`config.mk`:
```
export PLATFORM = sky130hd
export DESIGN_NAME = switch_debouncer
export DESIGN_NICKNAME = d
export VERILOG_FILES = /design/src/rtl/switch_debouncer.sv
export SDC_FILE = /design/constraint.sdc
export NUM_CORES = 1
export LEC_CHECK = 0
export CAP_MARGIN = 30
export CORE_ASPECT_RATIO = 1.25
export CORE_MARGIN = 2
export CORE_UTILIZATION = 38
export CTS_BUF_LIST = sky130_fd_sc_hd__clkbuf_4
export DETAILED_ROUTE_END_ITERATION = 6
export GPL_TIMING_DRIVEN = 0
export SLEW_MARGIN = 20
export SYNTH_ARGS = -nofsm -noshare
export SYNTH_HDL_FRONTEND = slang
export SYNTH_SLANG_ARGS = --single-unit
export TNS_END_PERCENT = 30
```
`constraint.sdc`:
```
create_clock -name clk -period 2.5 [get_ports clk]
set_input_delay 0.5 -clock clk [delete_from_list [all_inputs] [get_ports clk]]
set_output_delay 0.5 -clock clk [all_outputs]
set_load 0.02 [all_outputs]
```
`src/rtl/switch_debouncer.sv`:
```
// -----------------------------------------------------------------------------
// switch_debouncer
//
// Multi-channel synchronizer and debouncer for the board's slide switches.
// Each raw switch level passes through a 2-FF synchronizer, then a per-channel
// stability counter. The registered output follows the synchronized input only
// after it has differed from the output for DEBOUNCE_CYCLES consecutive clocks.
// Any single cycle of agreement throws the partial count away.
//
// Parameters:
//   WIDTH           - number of independent switch channels (default 2)
//   DEBOUNCE_CYCLES - consecutive mismatch cycles needed to commit (>= 2)
//
// Ports:
//   clk     - system clock
//   rst     - asynchronous, active-high reset (clears every register)
//   sw_in   - raw, asynchronous, bouncing switch levels
//   sw_out  - debounced level, registered
//   sw_rise - one-cycle pulse, coincident with sw_out going 0->1
//   sw_fall - one-cycle pulse, coincident with sw_out going 1->0
//
// Build option:
//   SWITCH_DEBOUNCER_EDGE_EN - when defined, the sw_rise/sw_fall registers are
//   built. When undefined, both outputs are tied to 0. sw_out is unaffected.
// -----------------------------------------------------------------------------
module switch_debouncer #(
  parameter int WIDTH           = 2,
  parameter int DEBOUNCE_CYCLES = 1_000_000
) (
  input  logic             clk,
  input  logic             rst,
  input  logic [WIDTH-1:0] sw_in,
  output logic [WIDTH-1:0] sw_out,
  output logic [WIDTH-1:0] sw_rise,
  output logic [WIDTH-1:0] sw_fall
);

  localparam int CW = $clog2(DEBOUNCE_CYCLES);
  localparam logic [CW-1:0] CNT_MAX = CW'(DEBOUNCE_CYCLES - 1);

  typedef enum logic [1:0] {
    ST_IDLE   = 2'd0,
    ST_COUNT  = 2'd1,
    ST_COMMIT = 2'd2
  } state_t;

  logic [WIDTH-1:0] s1_r;
  logic [WIDTH-1:0] s2_r;

  // Two-stage synchronizer for all raw switch inputs.
  always_ff @(posedge clk or posedge rst) begin
    if (rst) begin
      s1_r <= '0;
      s2_r <= '0;
    end else begin
      s1_r <= sw_in;
      s2_r <= s1_r;
    end
  end

  for (genvar i = 0; i < WIDTH; i++) begin : g_chan
    logic [CW-1:0] cnt_r;
    logic          out_r;
    state_t        state_s;

    // Decode this cycle's action from the synchronized input and current output.
    always_comb begin
      state_s = ST_IDLE;
      if (s2_r[i] == out_r) begin
        state_s = ST_IDLE;
      end else if (cnt_r >= CNT_MAX) begin
        // ">=" rather than "==" so an upset counter still lands in COMMIT.
        state_s = ST_COMMIT;
      end else begin
        state_s = ST_COUNT;
      end
    end

    // Stability counter and debounced output register.
    always_ff @(posedge clk or posedge rst) begin
      if (rst) begin
        cnt_r <= '0;
        out_r <= 1'b0;
      end else begin
        case (state_s)
          ST_IDLE:   cnt_r <= '0;
          ST_COUNT:  cnt_r <= cnt_r + CW'(1);
          ST_COMMIT: begin
            cnt_r <= '0;
            out_r <= s2_r[i];
          end
          default:   cnt_r <= '0;
        endcase
      end
    end

    assign sw_out[i] = out_r;

`ifdef SWITCH_DEBOUNCER_EDGE_EN
    logic rise_r;
    logic fall_r;

    // Edge pulses register alongside the committed output, so they appear on the same edge.
    always_ff @(posedge clk or posedge rst) begin
      if (rst) begin
        rise_r <= 1'b0;
        fall_r <= 1'b0;
      end else begin
        case (state_s)
          ST_COMMIT: begin
            rise_r <= s2_r[i];
            fall_r <= ~s2_r[i];
          end
          default: begin
            rise_r <= 1'b0;
            fall_r <= 1'b0;
          end
        endcase
      end
    end

    assign sw_rise[i] = rise_r;
    assign sw_fall[i] = fall_r;
`else
    assign sw_rise[i] = 1'b0;
    assign sw_fall[i] = 1'b0;
`endif
  end

endmodule

```
### After elaboration in Yosys (flattened, before gate mapping)

Index checks and enable logic that the tools add are counted.

| operators by class | value |
|---|---|
| eq/ne operators | 6 |
| add/subtract/negate cells | 2 |
| order comparisons | 2 |
| multiplexer cells | 6 |

Operator list:

| kind | count |
|---|---|
| $add 20x1->20 const B | 2 |
| $ge 20x20->1 const B | 2 |
| $mux 20 | 2 |
| $mux 2 | 4 |
| $eq 2x1->1 const B | 2 |
| $eq 2x2->1 const B | 2 |
| $eq 1x1->1 | 2 |

| word-level totals | value |
|---|---|
| bits in registers | 46 |
| input bits | 4 |
| word-level logic and storage cells | 22 |
| output and inout bits | 6 |

### Depth between registers and ports, before layout

| depth | value |
|---|---|
| depth after elaboration | 5 |
| mapped depth | 6 |
| mapped depth without buffers | 5 |

### Worst setup path before layout

OpenSTA, ideal clock, no wires.

| timing | value |
|---|---|
| path kind | register -> register |
| start | register g_chan[1].cnt_r[10] |
| end | register g_chan[1].cnt_r[16] |
| arrival | 1.775 ns |
| library setup time | 0.072 ns |
| path buffers | 2 |
| setup slack | 0.654 ns |
| data required time | 2.428 ns |
| period minus slack after synthesis | 1.846 ns |
| cell stages (with the launch flop) | 7 |
| path through | dfrtp_1 > buf_6 > or4_4 > a311oi_4 > o211ai_4 > buf_6 > nor2_1 |

| between the ends | value |
|---|---|
| cells in the longest elaborated chain, start to end | 5 |
| elaborated cells between the ends (all ways) | 6 |
| classes of those cells | add/sub: 1; order compare: 1; eq/ne: 1; mux: 3 |

RTL lines:

| what | line | text |
|---|---|---|
| start: declaration | 62 | `logic [CW-1:0] cnt_r;` |
| start signal: assignment | 87 | `ST_COUNT: cnt_r <= cnt_r + CW'(1);` |
| $ge 20x20->1 | 71 | `end else if (cnt_r >= CNT_MAX) begin` |
| $mux 2 | 71 |  |
| $mux 2 | 69 | `if (s2_r[i] == out_r) begin` |
| $eq 2x1->1 | 85 | `case (state_s)` |
| $mux 20 (*) | 85 |  |

Every way passes the cells marked *; elsewhere a longest branch is shown, timed or not.
A chain may end at the register's enable or synchronous reset.

### Worst setup path after layout

| timing | value |
|---|---|
| start | register g_chan[0].cnt_r[0] |
| end | register g_chan[0].cnt_r[17] |

| between the ends | value |
|---|---|
| cells in the longest elaborated chain, start to end | 5 |
| elaborated cells between the ends (all ways) | 6 |
| classes of those cells | add/sub: 1; order compare: 1; eq/ne: 1; mux: 3 |

RTL lines:

| what | line |
|---|---|
| start: declaration | 62 |
| start signal: assignment | 87 |
| $ge 20x20->1 | 71 |
| $mux 2 | 71 |
| $mux 2 | 69 |
| $eq 2x1->1 | 85 |
| $mux 20 (*) | 85 |

Marks and branches as above.

==> qor.yml <==
critical_path:
  max_stage_delay_ns: 0.48
  arrival_ns: 2.42
  critPathKind: "register to register"
  start_kind: "register"
  r2r-start: "g_chan[0].cnt_r[0]"
  worstPathCellList: "ha_1 > and2_1 > a2111oi_2 > nor3_1 > clkbuf_1 > a211oi_1"
  timing.rr.end: "g_chan[0].cnt_r[17]"
  critPathSlowestCell: "a2111oi_2"
  ff2ff_setup_slack_ns: 0.33
  cp-end-kind: "register"
  crit_required_ns: 2.76
  worst-path-max-fanout: 10
  r2r_cells: 6
floorplan:
  fp.dieH_um: 93.6
  fp.dieW_um: 75.7
  initial_utilization_pct: 39.3
  dieArea_um2: 7080
  coreArea_um2: 6210
  rows: 32
  io_pins: 10
drt:
  wl_met3_um: 70
  firstDrtPassIters: 4
  route.top_layer_used: "met4"
  vias: 1851
  met1Wirelength_um: 2130
  wl_met2_um: 2700
  antenna_left: 0
  routed_via_density: 5.27
  initialDrtViolationCount: 70
  wl_per_cell_um: 14.2
  drc: 0
  finalWirelength_um: 4970
final_layout:
  layout_common_cells: "dfrtp_1, nand3_1, nor3_1, nor2_1, xnor2_1"
  areaGrowthSynthToFinish_pct: 9.89
  drive_gt1_share_pct: 10.9
  layout_commonest_cell: "dfrtp_1"
  utilization_pct: 43.2
  fin_nets: 271
  design_area_um2: 2680
  antenna_cells: 0
  fillCellCount: 611
hold_path:
  min_path_cells: 0
  worst_hold_path_type: "register to register"
  min-delay-start: "s1_r[0]"
  hold_end: "s2_r[0]"
outcome:
  status: "finished clean"
grt:
  grt_first_pass_wirelength_um: 8670
  overflow: 0
  antenna_found_initial: 0
  grt_pass1_vias: 1884
  grtUsageTotal_pct: 15.8
  grt_max_degree: 34
sta:
  drv_slew: 0
  hold_viol: 0
  fin_skew_ns: 0.0193
  worstMarginPinSlew_ns: 0.659
  max-slew-margin-rel_pct: 55.7
  hold_ws_ns: 0.364
  fin_crit_ns: 2.17
  fin_ws_ns: 0.332
  tns_ns: 0
  rsz0062_at_grt: "no"
  fmax_mhz: 461
  setup_violations: 0
  period_share_pct: 86.7
synth:
  synth_compound_area_share_pct: 10.1
  syn_area_um2: 2440
  yosysUniqueCellTypes: 40
  netlist_instances: 249
  syn_area_per_cell_um2: 9.80
  yosys.area_share.adder_pct: 1.03
  synth_top_family_by_area: "simple AND/OR/NAND/NOR gates"
  muxShareOfSynthArea_pct: 0
  synth_xor_area_share_pct: 10.4
  yosys.area_share.simple_pct: 26.4
  ys_seq_area_share_pct: 47.2
  yosysWarnings: 0
  synth-seq-cells: 46
cts:
  numCtsBuffers: 5
  h-tree-depth: 2
  cts_sinks: 46
  cts_tree: "done"
  clk_latency_ns: 0.36
  clk_pin_slew_ns: 0.12
  post_cts_buffers: 0
  cts.repair.resized: 0
  postCtsHoldBufs: 0
  clock_path_buffers: 2
  cts-root-buf: "clkbuf_4"
pwr:
  pwr-share-clk_pct: 29.7
  powerDensity_nw_per_um2: 443
  p_sw_uw: 291
  power.leakage_nw: 1.03
  power_frac_comb_pct: 5.7
  power_frac_seq_pct: 64.6
  switching_share_pct: 24.5
  ir_drop_v: 0.000257
  internal_power_uw: 897
placement:
  placed_area_um2: 2630
  pre_cts_ws_ns: 0.352
  routabilityCongestion: 0.815
  hpwl_um: 3510
  io_buffers: 5
run:
  maxCapViolations: 0
worst max-delay path by stage:
stage / startpoint / to / slack (ns) / cells past startpoint
floorplan: g_chan[1].cnt_r[10] / g_chan[1].cnt_r[16] / 0.65 / 6
global placement: rst / g_chan[0].cnt_r[3] / -0.07 / 2
detailed placement: g_chan[0].cnt_r[0] / g_chan[0].cnt_r[17] / 0.35 / 6
CTS: g_chan[0].cnt_r[0] / g_chan[0].cnt_r[17] / 0.33 / 6
global route: g_chan[0].cnt_r[0] / g_chan[0].cnt_r[15] / 0.12 / 6
finish: g_chan[0].cnt_r[0] / g_chan[0].cnt_r[17] / 0.33 / 6
kinds of logic (layout without fill, tap and decap cells):
group,after synthesis,count (layout)
AOI/OAI and AO/OA,31,31
xor gates and xnor gates,29,29
adders and majority gates,2,2
buffers and inverters,21,35
DFF,46,46
other,1,4
and+or+nand+nor,119,119
cell usage after synthesis:
library cell | count | share of area (%)
buf_4 | 6 | 1.8
and4_2 | 1 | 0.41
or4_4 | 1 | 0.46
o31ai_1 | 2 | 0.61
a311oi_4 | 1 | 1.1
clkbuf_1 | 6 | 0.92
o31a_1 | 1 | 0.36
o41ai_1 | 1 | 0.36
conb_1 | 1 | 0.15
nor4b_1 | 1 | 0.36
nor3b_1 | 1 | 0.31
o21ai_0 | 9 | 1.8
or4_1 | 3 | 0.92
nor3_1 | 21 | 4.3
and4_1 | 3 | 1.1
a211oi_1 | 4 | 1.2
and2_1 | 1 | 0.26
xor2_1 | 12 | 4.3
or3_2 | 1 | 0.31
o21a_1 | 2 | 0.61
nor2_1 | 18 | 2.8
nor4_1 | 10 | 2.6
or3_1 | 2 | 0.51
a31o_2 | 3 | 1.1
ha_1 | 2 | 1.0
nor2_2 | 2 | 0.51
and3_1 | 6 | 1.5
or2_2 | 1 | 0.26
buf_6 | 2 | 0.92
nand4_1 | 13 | 3.3
inv_1 | 7 | 1.1
xnor2_1 | 17 | 6.1
dfrtp_1 | 46 | 47
o211ai_4 | 1 | 0.87
o211ai_1 | 2 | 0.61
a21oi_1 | 4 | 0.82
nand2_1 | 12 | 1.8
or3b_1 | 1 | 0.36
nand3_1 | 21 | 4.3
a2111oi_2 | 1 | 0.61
layout make-up:
class                   instances  area (µm²)  area share [%]
plain buffers                  14        90.1            3.36
clock buffers                   6        45.0            1.68
clock inverters                 2        8.76           0.326
repair buffers                  6        70.1            2.61
well taps                      85         106            3.96
multi-input cells             185        1180            44.2
flip-flops and latches         46        1150            42.9
inverters                       7        26.3           0.979
per-layer routing:
layer | up-vias | global-route usage, %
met5 | - | 0
met4 | 0 | 7.02
met3 | 6 | 2.37
met2 | 14 | 27.9
met1 | 896 | 18.3
li1 | 935 | -
flip-flops by register name (all words and copies together) (netlist names):
signal / flops
s1_r: 2
s2_r: 2
g_chan.cnt_r: 40
g_chan.out_r: 2
power by group through the flow:
stage                     Clock, mW  Sequential, mW  Combinational, mW
after floorplan                   0           0.779             0.0480
after global placement            0           0.781             0.0640
after detailed placement          0           0.782             0.0691
after CTS                     0.375           0.768             0.0691
after global routing          0.398           0.770             0.0768
final                         0.353           0.767             0.0671
worst max-delay path: cells and delay by family, from the launching register on:
kind | cells | cell delay [ns]
fa+ha+maj | 1 | 0.30
buf+inv | 1 | 0.26
compound gates | 2 | 0.76
simple gates | 2 | 0.31
flops | 1 | 0.45
stage by stage:
stage               power, mW  std cells
global placement        0.845        342
CTS                      1.21        351
detailed placement      0.851        343
global route             1.24        351
floorplan               0.827        252
finish                   1.19        351
(Power assumes the default switching activity.)
